--- src/rtl/addsub_accumulator.sv ---
// Registered add/subtract accumulator with valid/ready on both sides.
// One command per cycle is accepted whenever the result register is empty
// or being drained in the same cycle; results appear one cycle later.
module addsub_accumulator #(
  parameter int unsigned WIDTH = 4,
  parameter int unsigned CNTW  = 8
) (
  input  logic             clk,
  input  logic             rst_n,
  input  logic             in_valid,
  output logic             in_ready,
  input  logic [1:0]       in_op,
  input  logic [WIDTH-1:0] in_data,
  output logic             out_valid,
  input  logic             out_ready,
  output logic [WIDTH-1:0] out_acc,
  output logic             out_carry,
  output logic             out_ovf,
  output logic             out_zero,
  output logic [CNTW-1:0]  cmd_count
);

  typedef enum logic [1:0] {
    OpAdd   = 2'b00,
    OpSub   = 2'b01,
    OpLoad  = 2'b10,
    OpClear = 2'b11
  } op_e;

  op_e op;
  assign op = op_e'(in_op);

  logic [WIDTH-1:0] acc_q, acc_d;
  logic             carry_q, carry_d;
  logic             ovf_q, ovf_d;
  logic             zero_q, zero_d;
  logic             valid_q, valid_d;
  logic [CNTW-1:0]  cnt_q, cnt_d;

  logic [WIDTH:0]   sum_add;
  logic [WIDTH:0]   sum_sub;
  logic [WIDTH-1:0] res_acc;
  logic             res_carry;
  logic             res_ovf;
  logic             accept;

  // No skid buffer: accept only when the result slot is free or draining now.
  assign in_ready = !valid_q || out_ready;
  assign accept   = in_valid && in_ready;

  // Combinational datapath: result of applying the current command to acc.
  always_comb begin
    sum_add   = {1'b0, acc_q} + {1'b0, in_data};
    // Subtract as acc + ~b + 1 so the carry reads as not-borrow.
    sum_sub   = {1'b0, acc_q} + {1'b0, ~in_data} + (WIDTH + 1)'(1);
    res_acc   = '0;
    res_carry = 1'b0;
    res_ovf   = 1'b0;
    unique case (op)
      OpAdd: begin
        {res_carry, res_acc} = sum_add;
        res_ovf = (acc_q[WIDTH-1] == in_data[WIDTH-1]) &&
                  (sum_add[WIDTH-1] != acc_q[WIDTH-1]);
      end
      OpSub: begin
        {res_carry, res_acc} = sum_sub;
        res_ovf = (acc_q[WIDTH-1] != in_data[WIDTH-1]) &&
                  (sum_sub[WIDTH-1] != acc_q[WIDTH-1]);
      end
      OpLoad:  res_acc = in_data;
      OpClear: res_acc = '0;
    endcase
  end

  // Next-state: load a new result on accept, otherwise drain on out_ready.
  always_comb begin
    acc_d   = acc_q;
    carry_d = carry_q;
    ovf_d   = ovf_q;
    zero_d  = zero_q;
    valid_d = valid_q;
    cnt_d   = cnt_q;
    if (accept) begin
      acc_d   = res_acc;
      carry_d = res_carry;
      ovf_d   = res_ovf;
      zero_d  = (res_acc == '0);
      valid_d = 1'b1;
      if (cnt_q != {CNTW{1'b1}}) begin
        cnt_d = cnt_q + 1'b1;
      end
    end else if (out_ready) begin
      // Data registers keep their last value after consumption.
      valid_d = 1'b0;
    end
  end

  // State registers with asynchronous active-low reset.
  always_ff @(posedge clk or negedge rst_n) begin
    if (!rst_n) begin
      acc_q   <= '0;
      carry_q <= 1'b0;
      ovf_q   <= 1'b0;
      zero_q  <= 1'b0;
      valid_q <= 1'b0;
      cnt_q   <= '0;
    end else begin
      acc_q   <= acc_d;
      carry_q <= carry_d;
      ovf_q   <= ovf_d;
      zero_q  <= zero_d;
      valid_q <= valid_d;
      cnt_q   <= cnt_d;
    end
  end

  assign out_valid = valid_q;
  assign out_acc   = acc_q;
  assign out_carry = carry_q;
  assign out_ovf   = ovf_q;
  assign out_zero  = zero_q;
  assign cmd_count = cnt_q;

endmodule

--- config.mk ---
export PLATFORM = sky130hd
export DESIGN_NAME = addsub_accumulator
export DESIGN_NICKNAME = d
export VERILOG_FILES = /design/src/rtl/addsub_accumulator.sv
export SDC_FILE = /design/constraint.sdc
export NUM_CORES = 1
export LEC_CHECK = 0
export CAP_MARGIN = 10
export CORE_MARGIN = 3
export CORE_UTILIZATION = 25
export CTS_CLUSTER_SIZE = 30
export DETAILED_ROUTE_END_ITERATION = 10
export DONT_BUFFER_PORTS = 1
export PLACE_DENSITY_LB_ADDON = 0.15
export SYNTH_ARGS = -nofsm -noshare
export SYNTH_HDL_FRONTEND = slang
export SYNTH_SLANG_ARGS = --single-unit
--- constraint.sdc ---
create_clock -name clk -period 3.6 [get_ports clk]
set_input_delay 0.72 -clock clk [delete_from_list [all_inputs] [get_ports clk]]
set_output_delay 0.72 -clock clk [all_outputs]
set_load 0.01 [all_outputs]
==> flow_metrics.py, run 1 <==
metrics = {
    "synthesis": {
        "synth_most_common_cell": "sky130_fd_sc_hd__dfrtp_1",
        "ys_dominant_reg_cell": "sky130_fd_sc_hd__dfrtp_1",
        "netlist_area_sq_mm": 0.00106,
        "netlist-cell-type-count": 29,
        "post_synth_main_area_contributors": "sky130_fd_sc_hd__dfrtp_1 (38%), sky130_fd_sc_hd__ha_1 (11%), sky130_fd_sc_hd__xnor2_1 (5.8%), sky130_fd_sc_hd__mux2_2 (4.2%), sky130_fd_sc_hd__nand2_1 (4.2%)",
        "yosys.area.top_type": "sky130_fd_sc_hd__dfrtp_1",
        "synth_warnings": 0,
        "ys_ff_latch": 16,
        "synth_cells": 105,
        "synth_async_sr_flop_share": 1.00,
        "synth_area_per_cell_sq_um": 10.1,
        "seq_total_area_yosys": 0.377,
        "syn-num-nets": 126,
        "synth_top_area_share": 0.377,
        "synth-edff-count": 0,
        "synthTopCellsByCount": "sky130_fd_sc_hd__dfrtp_1 (16), sky130_fd_sc_hd__nand2_1 (12), sky130_fd_sc_hd__ha_1 (9)",
    },
    "clocking": {
        "clock_tree_from_tritoncts": "yes",
        "cts_setup_buffers": 0,
        "ctsResizeCount": 0,
        "path_clk_slew_ns": 0.07,
        "clock_path_buffers": 2,
        "cts.hold.buffers_added": 0,
        "tritoncts.num_buffers": 3,
        "clkLatencyLatePin_ns": 0.25,
        "htree_levels": 1,
        "clock-sinks": 16,
        "cts.root.buffer_cell": "sky130_fd_sc_hd__clkbuf_8",
    },
    "route": {
        "drtIter0Drc": 17,
        "postRouteWirelength_microns": 2160,
        "antenna_left": 0,
        "vias": 722,
        "detail_route.first_pass.iterations": 4,
        "avgRoutedWirePerCell_microns": 13.8,
        "drt_drc_violations_left": 0,
        "post_drt_via_cell_ratio": 4.60,
    },
    "die": {
        "die-height_microns": 71.2,
        "io_pins": 27,
        "floorplan.rows": 23,
        "die_w_microns": 71.2,
        "dieArea_sq_mm": 0.00507,
        "core_region_area_sq_mm": 0.00406,
        "floorplan.initialDensity": 0.262,
    },
    "sta": {
        "finalSetupViolCount": 0,
        "fmax_mhz": 483,
        "finalCritPeriodShare": 0.575,
        "final-max-slew-violation-count": 0,
        "timing.setup.tns_ns": 0,
        "hold_violations": 0,
        "setup_repair_after_global_routing_missed_its_margin": "false",
        "relSlewSlack": 0.686,
        "finalWorstPathRequiredPeriod_ns": 2.07,
        "fin_skew_ns": 0.00110,
        "tightestPinTransition_ns": 0.470,
    },
    "placement": {
        "detailedPlacementHpwl_microns": 1690,
        "routabilityCongestion": 0.726,
        "placement.io_buffers": 0,
        "dpl-instance-area_sq_mm": 0.00111,
    },
    "worst_setup_path": {
        "worstPathArrival_ns": 2.22,
        "criticalPathCategory": "reg2reg",
        "cp-endpoint": "out_zero",
        "r2r-end": "out_zero",
        "startpoint_class": "flip-flop",
        "critical_path.max_fanout": 4,
        "crit-reg2reg-launch": "out_acc[0]",
        "worstRegToRegCells": 8,
        "regToRegSetupSlack_ns": 1.53,
        "timing.critical_path.to_type": "flip-flop",
        "critPathRequiredTime_ns": 3.75,
        "crit_start": "out_acc[0]",
    },
    "global_route": {
        "globalRouteOverflowTotal": 0,
        "via_count_of_the_first_global_routing_pass": 778,
        "antenna_found_initial": 0,
        "largest_net_degree_at_the_start_of_global_routing": 17,
        "grt_first_pass_wirelength_microns": 3720,
        "grtUsageTotal": 0.0941,
    },
    "power_and_ir_drop": {
        "power.ir.vdd_worst_v": 0.000250,
        "pwr_density_cell_mw_per_mm2": 679,
        "leakage_uw": 0.000519,
    },
    "layout": {
        "antenna_cells": 0,
        "fillers": 431,
        "nets": 129,
        "area_delta_synth_final_pct": 10.1,
        "post_route_cells_drive_above_1_share": 0.121,
        "finalInstanceArea_sq_mm": 0.00117,
    },
    "status": {
        "status": "finished, final reports clean",
    },
    "job": {
        "max_cap_viol_count": 0,
    },
    "hold_path": {
        "hold_class": "in2async",
    },
}
==> how the worst min path moves through the flow <==
stage | startpoint | end | slack [ns]
floorplan | rst_n | cmd_count[0] | 0.42
global placement | rst_n | cmd_count[5] | 0.42
global route | rst_n | cmd_count[0] | 0.14
CTS | rst_n | cmd_count[0] | 0.15
detailed placement | rst_n | cmd_count[7] | 0.42
finish | rst_n | cmd_count[1] | 0.16
==> cells by family after synthesis <==
logic type | synth area share
AO/OA/AOI/OAI | 0.161
XOR/XNOR | 0.0907
adder cells (fa/ha/maj) | 0.144
buffers and inverters | 0.0342
flip-flops | 0.377
multiplexers | 0.0518
AND/OR/NAND/NOR | 0.141
==> power breakdown <==
| part | switching (uW) | total, uW | internal, uW |
|---|---|---|---|
| clock network | 63.2 | 160 | 97.0 |
| logic | 131 | 269 | 138 |
| registers | 122 | 366 | 244 |
| total | 316 | 795 | 479 |
==> per-layer routing <==
layer | wire (microns) | up-vias | global-route usage
li1 | - | 364 | -
met1 | 945 | 332 | 0.112
met2 | 995 | 22 | 0.152
met3 | 188 | 4 | 0.0313
met4 | 33 | 0 | 0.0438
met5 | 0 | - | 0
==> worst max-delay path: stages, from the launching register on <==
cell and delay, ns:
sky130_fd_sc_hd__dfrtp_1 0.44, sky130_fd_sc_hd__inv_1 0.08, sky130_fd_sc_hd__ha_1 0.15, sky130_fd_sc_hd__inv_2 0.04
sky130_fd_sc_hd__fa_1 0.40, sky130_fd_sc_hd__a21oi_1 0.18, sky130_fd_sc_hd__xnor2_1 0.14, sky130_fd_sc_hd__o21ai_0 0.16
sky130_fd_sc_hd__o41ai_2 0.37
==> cell type report <==
type / instances / area [sq um] / share of cell area
multi-input combinational: 80 / 626 / 0.535
clock buffer: 4 / 55.1 / 0.0471
sequential: 16 / 400 / 0.342
inverter: 7 / 26.3 / 0.0225
tap: 50 / 62.6 / 0.0535
==> sequential cells by signal, indices dropped and copies added (netlist names) <==
| name | count |
|---|---|
| cmd_count | 8 |
| out_acc | 4 |
| out_carry | 1 |
| out_ovf | 1 |
| out_valid | 1 |
| out_zero | 1 |
==> metrics by stage <==
stage | power [uW] | instances | util | setup slack (ns) | hold WS [ns]
after floorplan | 577 | 105 | - | 1.51 | 0.424
after global placement | 643 | 153 | 0.275 | 1.30 | 0.425
after detailed placement | 644 | 153 | 0.275 | 1.30 | 0.425
after CTS | 808 | 157 | 0.288 | 1.51 | 0.150
after global routing | 875 | 157 | 0.288 | 1.34 | 0.137
final | 795 | 157 | 0.288 | 1.53 | 0.161
==> cells in the final DEF (no fill, tap or decap), types with 2 or more instances in the layout <==
cell	instances
sky130_fd_sc_hd__ha_1	9
sky130_fd_sc_hd__a21oi_1	6
sky130_fd_sc_hd__xor2_1	4
sky130_fd_sc_hd__dfrtp_1	16
sky130_fd_sc_hd__fa_1	2
sky130_fd_sc_hd__nor2b_1	2
sky130_fd_sc_hd__o21ai_0	8
sky130_fd_sc_hd__clkbuf_8	4
sky130_fd_sc_hd__o31ai_1	2
sky130_fd_sc_hd__a21o_1	2
sky130_fd_sc_hd__inv_1	6
sky130_fd_sc_hd__mux2_2	4
sky130_fd_sc_hd__nor2_1	4
sky130_fd_sc_hd__xnor2_1	7
sky130_fd_sc_hd__nand2_1	12
sky130_fd_sc_hd__and3_1	2
sky130_fd_sc_hd__nand2b_1	5
Power figures use the tool's default switching activity.
==> run 2: changes to the inputs <==
clock period = 1.7 ns   (was 3.6 ns; I/O delays follow)
==> flow_metrics.py, run 2 (same netlist as run 1, synthesis figures left out) <==
metrics = {
    "global_route": {
        "grt.busiest_layer": "met2",
        "grtUsageTotal": 0.0965,
        "globalRouteOverflowTotal": 0,
        "via_count_of_the_first_global_routing_pass": 822,
        "grtUsageMet3": 0.0284,
        "largest_net_degree_at_the_start_of_global_routing": 17,
        "grt.met1_usage": 0.116,
        "grt_first_pass_wirelength_microns": 3910,
        "globalRouteMet2Util": 0.164,
        "antenna_found_initial": 0,
    },
    "hold_path": {
        "hold_class": "in2reg",
        "holdCritStartpoint": "in_op[1]",
    },
    "power_and_ir_drop": {
        "leakage_uw": 0.000578,
        "pwr_density_cell_mw_per_mm2": 1440,
        "power.ir.vdd_worst_v": 0.000637,
    },
    "die": {
        "dieArea_sq_mm": 0.00507,
        "floorplan.rows": 23,
        "core_region_area_sq_mm": 0.00406,
        "io_pins": 27,
        "die_w_microns": 71.2,
        "floorplan.initialDensity": 0.262,
        "die-height_microns": 71.2,
    },
    "sta": {
        "postLayoutSetupSlackWorst_ns": -0.126,
        "fmax_mhz": 548,
        "hold_violations": 0,
        "setup_repair_after_global_routing_missed_its_margin": "true",
        "final-max-slew-violation-count": 0,
        "timing.setup.tns_ns": -0.197,
        "relSlewSlack": 0.506,
        "finalSetupViolCount": 2,
        "finalCritPeriodShare": 1.07,
        "fin_skew_ns": 0.000890,
        "finalWorstPathRequiredPeriod_ns": 1.83,
        "tightestPinTransition_ns": 0.739,
    },
    "layout": {
        "antenna_cells": 0,
        "finalInstanceArea_sq_mm": 0.00133,
        "post_route_cells_drive_above_1_share": 0.325,
        "nets": 143,
        "most_common_cell_after_layout_fill_and_taps_aside": "sky130_fd_sc_hd__dfrtp_1",
        "area_delta_synth_final_pct": 25.2,
        "stdcell_count": 170,
        "utilization": 0.328,
        "largest_register_ff_count": 8,
        "most-common-layout-cells": "sky130_fd_sc_hd__dfrtp_1 (15), sky130_fd_sc_hd__buf_4 (13), sky130_fd_sc_hd__nand2_1 (12)",
    },
    "worst_setup_path": {
        "r2r-end": "out_zero",
        "worstPathArrival_ns": 1.97,
        "crit_start": "out_acc[1]",
        "critical_path.max_fanout": 4,
        "crit-reg2reg-launch": "out_acc[1]",
        "startpoint_class": "flip-flop",
        "cp-endpoint": "out_zero",
        "timing.critical_path.to_type": "flip-flop",
        "worstRegToRegCells": 7,
        "critPathRequiredTime_ns": 1.84,
        "criticalPathCategory": "reg2reg",
        "regToRegSetupSlack_ns": -0.13,
    },
    "clocking": {
        "path_clk_slew_ns": 0.06,
        "tritoncts.num_buffers": 3,
        "htree_levels": 1,
        "clock_path_buffers": 2,
        "clkLatencyLatePin_ns": 0.24,
        "clock-sinks": 16,
        "clock_tree_from_tritoncts": "yes",
        "cts.root.buffer_cell": "sky130_fd_sc_hd__clkbuf_8",
    },
    "status": {
        "violations": "setup timing",
        "status": "finished, violations left",
    },
    "placement": {
        "detailedPlacementHpwl_microns": 1840,
        "dp.cells": 164,
        "routabilityCongestion": 0.734,
        "placement.io_buffers": 0,
        "dpl-instance-area_sq_mm": 0.00121,
    },
    "route": {
        "post_drt_via_cell_ratio": 4.59,
        "detail_route.first_pass.iterations": 4,
        "vias": 781,
        "antenna_left": 0,
        "postRouteWirelength_microns": 2350,
        "drtIter0Drc": 31,
        "avgRoutedWirePerCell_microns": 13.8,
        "drt_drc_violations_left": 0,
    },
    "job": {
        "max_cap_viol_count": 0,
    },
}
-- run 2: changes by cell type in the layout (fill, tap and decap cells not counted), sizes merged --
cell         before  now
buf               0   13
clkbuf            4    3
dlygate4sd3       0    1
-- run 2: worst min-delay path by stage --
| stage | end | cells after the start |
|---|---|---|
| finish | out_ovf | 1 |
| global route | out_ovf | 1 |
| global placement | cmd_count[7] | 0 |
| CTS | out_ovf | 1 |
| detailed placement | cmd_count[7] | 0 |
| floorplan | cmd_count[0] | 0 |
-- run 2: timing repair --
item / in CTS / in global routing
hold buffers: 1 / 0
pin swaps: 7 / 4
buffers inserted: 1 / 1
endpoints found under the setup margin: 6 / 6
resized for setup: 8 / 9
hold endpoints to repair: 16 / 0
-- run 2: report_power, final --
part | internal [uW] | switching [uW] | leakage (uW)
clock | 157 | 119 | 0.0000216
sequential | 519 | 170 | 0.000194
combinational | 486 | 459 | 0.000363
total | 1160 | 749 | 0.000578
-- run 2: final cells by class --
cell class              count  area (sq um)
fillers                   429          2730
multi-input cells          80           691
flip-flops and latches     16           402
repair buffers             14           108
well taps                  50          62.6
clock buffers               3          41.3
inverters                   7          26.3
-- run 2: worst max-delay path: stages, from the launching register on --
cell                      delay (ns)
sky130_fd_sc_hd__dfrtp_2        0.44
sky130_fd_sc_hd__buf_4          0.15
sky130_fd_sc_hd__fa_2           0.37
sky130_fd_sc_hd__nor2_1         0.12
sky130_fd_sc_hd__a21oi_2        0.05
sky130_fd_sc_hd__xnor2_1        0.18
sky130_fd_sc_hd__o21ai_2        0.09
sky130_fd_sc_hd__o41ai_2        0.32
-- run 2: layer usage --
metal / part of all wire / up-vias / wire length, microns
met3: 0.069 / 2 / 162
li1: - / 392 / -
met4: 0.0043 / 0 / 10
met1: 0.44 / 370 / 1020
met2: 0.49 / 17 / 1150
met5: 0 / - / 0
-- run 2: metrics by stage --
step / hold slack (ns) / setup WS, ns / total power (uW)
2_1_floorplan: 0.0444 / -0.0623 / 1230
5_1_grt: 0.182 / -0.236 / 2090
6_report: 0.188 / -0.126 / 1910
3_5_place_dp: 0.0449 / -0.164 / 1530
3_3_place_gp: 0.0449 / -0.196 / 1510
4_1_cts: 0.190 / -0.105 / 1880
==> run 3: changes to the inputs <==
CELL_PAD_IN_SITES_DETAIL_PLACEMENT = 0   (was default)
CELL_PAD_IN_SITES_GLOBAL_PLACEMENT = 1   (was default)
PLACE_DENSITY = 0.47   (was default)
PLACE_DENSITY_LB_ADDON = default   (was 0.15)
==> flow_metrics.py, run 3 (same netlist as run 1, synthesis figures left out) <==
metrics = {
    "layout": {
        "antenna_cells": 0,
        "nets": 147,
        "stdcell_count": 174,
        "post_route_cells_drive_above_1_share": 0.387,
        "largest_register_ff_count": 8,
        "most-common-layout-cells": "sky130_fd_sc_hd__buf_4 (17), sky130_fd_sc_hd__dfrtp_1 (16), sky130_fd_sc_hd__nand2_1 (12)",
        "most_common_cell_after_layout_fill_and_taps_aside": "sky130_fd_sc_hd__buf_4",
        "area_delta_synth_final_pct": 31.2,
    },
    "worst_setup_path": {
        "critical_path.cell_chain": "ha_4, a21o_1, a32oi_2, xor2_1, o21ai_2, o41ai_2",
        "critPathRequiredTime_ns": 1.84,
        "crit-reg2reg-launch": "out_acc[1]",
        "worstRegToRegCells": 6,
        "timing.critical_path.to_type": "flip-flop",
        "critPathMaxStageDelay_ns": 0.41,
        "crit_start": "out_acc[1]",
        "critical_path.max_fanout": 3,
        "startpoint_class": "flip-flop",
        "criticalPathCategory": "reg2reg",
        "worst_path_max_delay_cell": "sky130_fd_sc_hd__dfrtp_1",
        "cp-endpoint": "out_zero",
        "worstPathArrival_ns": 1.98,
        "regToRegSetupSlack_ns": -0.14,
        "r2r-end": "out_zero",
    },
    "global_route": {
        "antenna_found_initial": 0,
        "largest_net_degree_at_the_start_of_global_routing": 17,
        "grt_first_pass_wirelength_microns": 4130,
        "globalRouteOverflowTotal": 0,
        "grtUsageTotal": 0.103,
        "via_count_of_the_first_global_routing_pass": 810,
    },
    "power_and_ir_drop": {
        "clock_network_fraction_of_design_power": 0.136,
        "netSwitchingPower_uw": 784,
        "leakage_uw": 0.000602,
        "power.ir.vdd_worst_v": 0.000567,
        "share_comb_of_total_power": 0.525,
        "post-layout-total-power_uw": 2000,
        "intPower_uw": 1220,
        "sequentialPowerShare": 0.339,
        "pwr_density_cell_mw_per_mm2": 1440,
        "netSwitchingFraction": 0.391,
    },
    "die": {
        "die-height_microns": 71.2,
        "die_w_microns": 71.2,
        "floorplan.rows": 23,
        "floorplan.initialDensity": 0.262,
        "core_region_area_sq_mm": 0.00406,
        "dieArea_sq_mm": 0.00507,
        "io_pins": 27,
    },
    "sta": {
        "postLayoutSetupSlackWorst_ns": -0.141,
        "relSlewSlack": 0.512,
        "finalSetupViolCount": 3,
        "setup_repair_after_global_routing_missed_its_margin": "true",
        "finalWorstPathRequiredPeriod_ns": 1.84,
        "fin_skew_ns": 0.000852,
        "hold_violations": 0,
        "final-max-slew-violation-count": 0,
        "tightestPinTransition_ns": 0.730,
        "fmax_mhz": 543,
        "finalCritPeriodShare": 1.08,
    },
    "placement": {
        "placement.io_buffers": 0,
        "routabilityCongestion": 0.674,
        "dpl_worst_slack_ns": -0.127,
        "detailedPlacementHpwl_microns": 1960,
        "dp.cells": 166,
    },
    "clocking": {
        "cts.root.buffer_cell": "sky130_fd_sc_hd__clkbuf_8",
        "clock_path_buffers": 2,
        "htree_levels": 1,
        "tritoncts.num_buffers": 3,
        "clkLatencyLatePin_ns": 0.24,
        "path_clk_slew_ns": 0.06,
        "clock_tree_from_tritoncts": "yes",
        "clock-sinks": 16,
    },
    "route": {
        "postRouteWirelength_microns": 2570,
        "post_drt_via_cell_ratio": 4.56,
        "vias": 794,
        "drt_drc_violations_left": 0,
        "drtIter0Drc": 14,
        "avgRoutedWirePerCell_microns": 14.8,
        "detail_route.first_pass.iterations": 4,
        "antenna_left": 0,
    },
    "status": {
        "violations": "setup timing",
        "status": "finished, violations left",
    },
    "hold_path": {
        "hold_class": "in2reg",
    },
    "job": {
        "max_cap_viol_count": 0,
    },
}
==> run 3: layout make-up <==
| type | instances | area [sq um] |
|---|---|---|
| multi-input cells | 80 | 726 |
| clock buffers | 3 | 41.3 |
| flip-flops and latches | 16 | 400 |
| inverters | 7 | 26.3 |
| well taps | 50 | 62.6 |
| fillers | 418 | 2660 |
| repair buffers | 18 | 138 |
==> run 3: worst min path at each step <==
stage	start	end	cells after the start
floorplan	rst_n	cmd_count[0]	0
global placement	rst_n	cmd_count[5]	0
detailed placement	rst_n	cmd_count[5]	0
CTS	in_op[1]	out_ovf	1
global route	in_op[1]	out_ovf	1
finish	in_op[1]	out_ovf	1
==> run 3: metal layers <==
metal	vias up	wire length, microns	share of wire	global-route usage
met2	18	1200	0.47	0.167
met1	378	1160	0.45	0.126
met3	2	200	0.078	0.0511
met5	-	0	0	0
met4	0	5	0.0019	0.0125
li1	396	-	-	-
==> run 3: worst max-delay path: cells and delay by family (launching register included) <==
kind | cells | cell delay [ns]
AO/OA/AOI/OAI | 4 | 0.88
XOR/XNOR | 1 | 0.22
adder cells (fa/ha/maj) | 1 | 0.23
flip-flops | 1 | 0.41
==> run 3: timing repair <==
action,4_1_cts,5_1_grt
setup buffers,1,3
cloned,0,0
hold buffers,1,0
gates resized for setup,8,15
endpoints found under the setup margin,5,6
pin swaps,1,7
endpoints found under the hold margin,16,0
==> run 3: stage by stage <==
step / hold slack [ns] / instance area (sq um) / util / setup TNS (ns)
4_1_cts: 0.183 / 1290 / 0.319 / -0.228
3_3_place_gp: 0.0448 / 1220 / 0.301 / -0.238
3_5_place_dp: 0.0448 / 1220 / 0.301 / -0.307
6_report: 0.193 / 1390 / 0.344 / -0.191
5_1_grt: 0.174 / 1390 / 0.344 / -0.658
2_1_floorplan: 0.0444 / 1070 / - / -0.0922
==> run 3: power by group through the flow <==
| stage | clock, uW | sequential [uW] | combinational [uW] |
|---|---|---|---|
| 2_1_floorplan | 0 | 731 | 502 |
| 3_3_place_gp | 0 | 680 | 854 |
| 3_5_place_dp | 0 | 683 | 866 |
| 4_1_cts | 291 | 678 | 916 |
| 5_1_grt | 316 | 704 | 1170 |
| 6_report | 271 | 680 | 1050 |
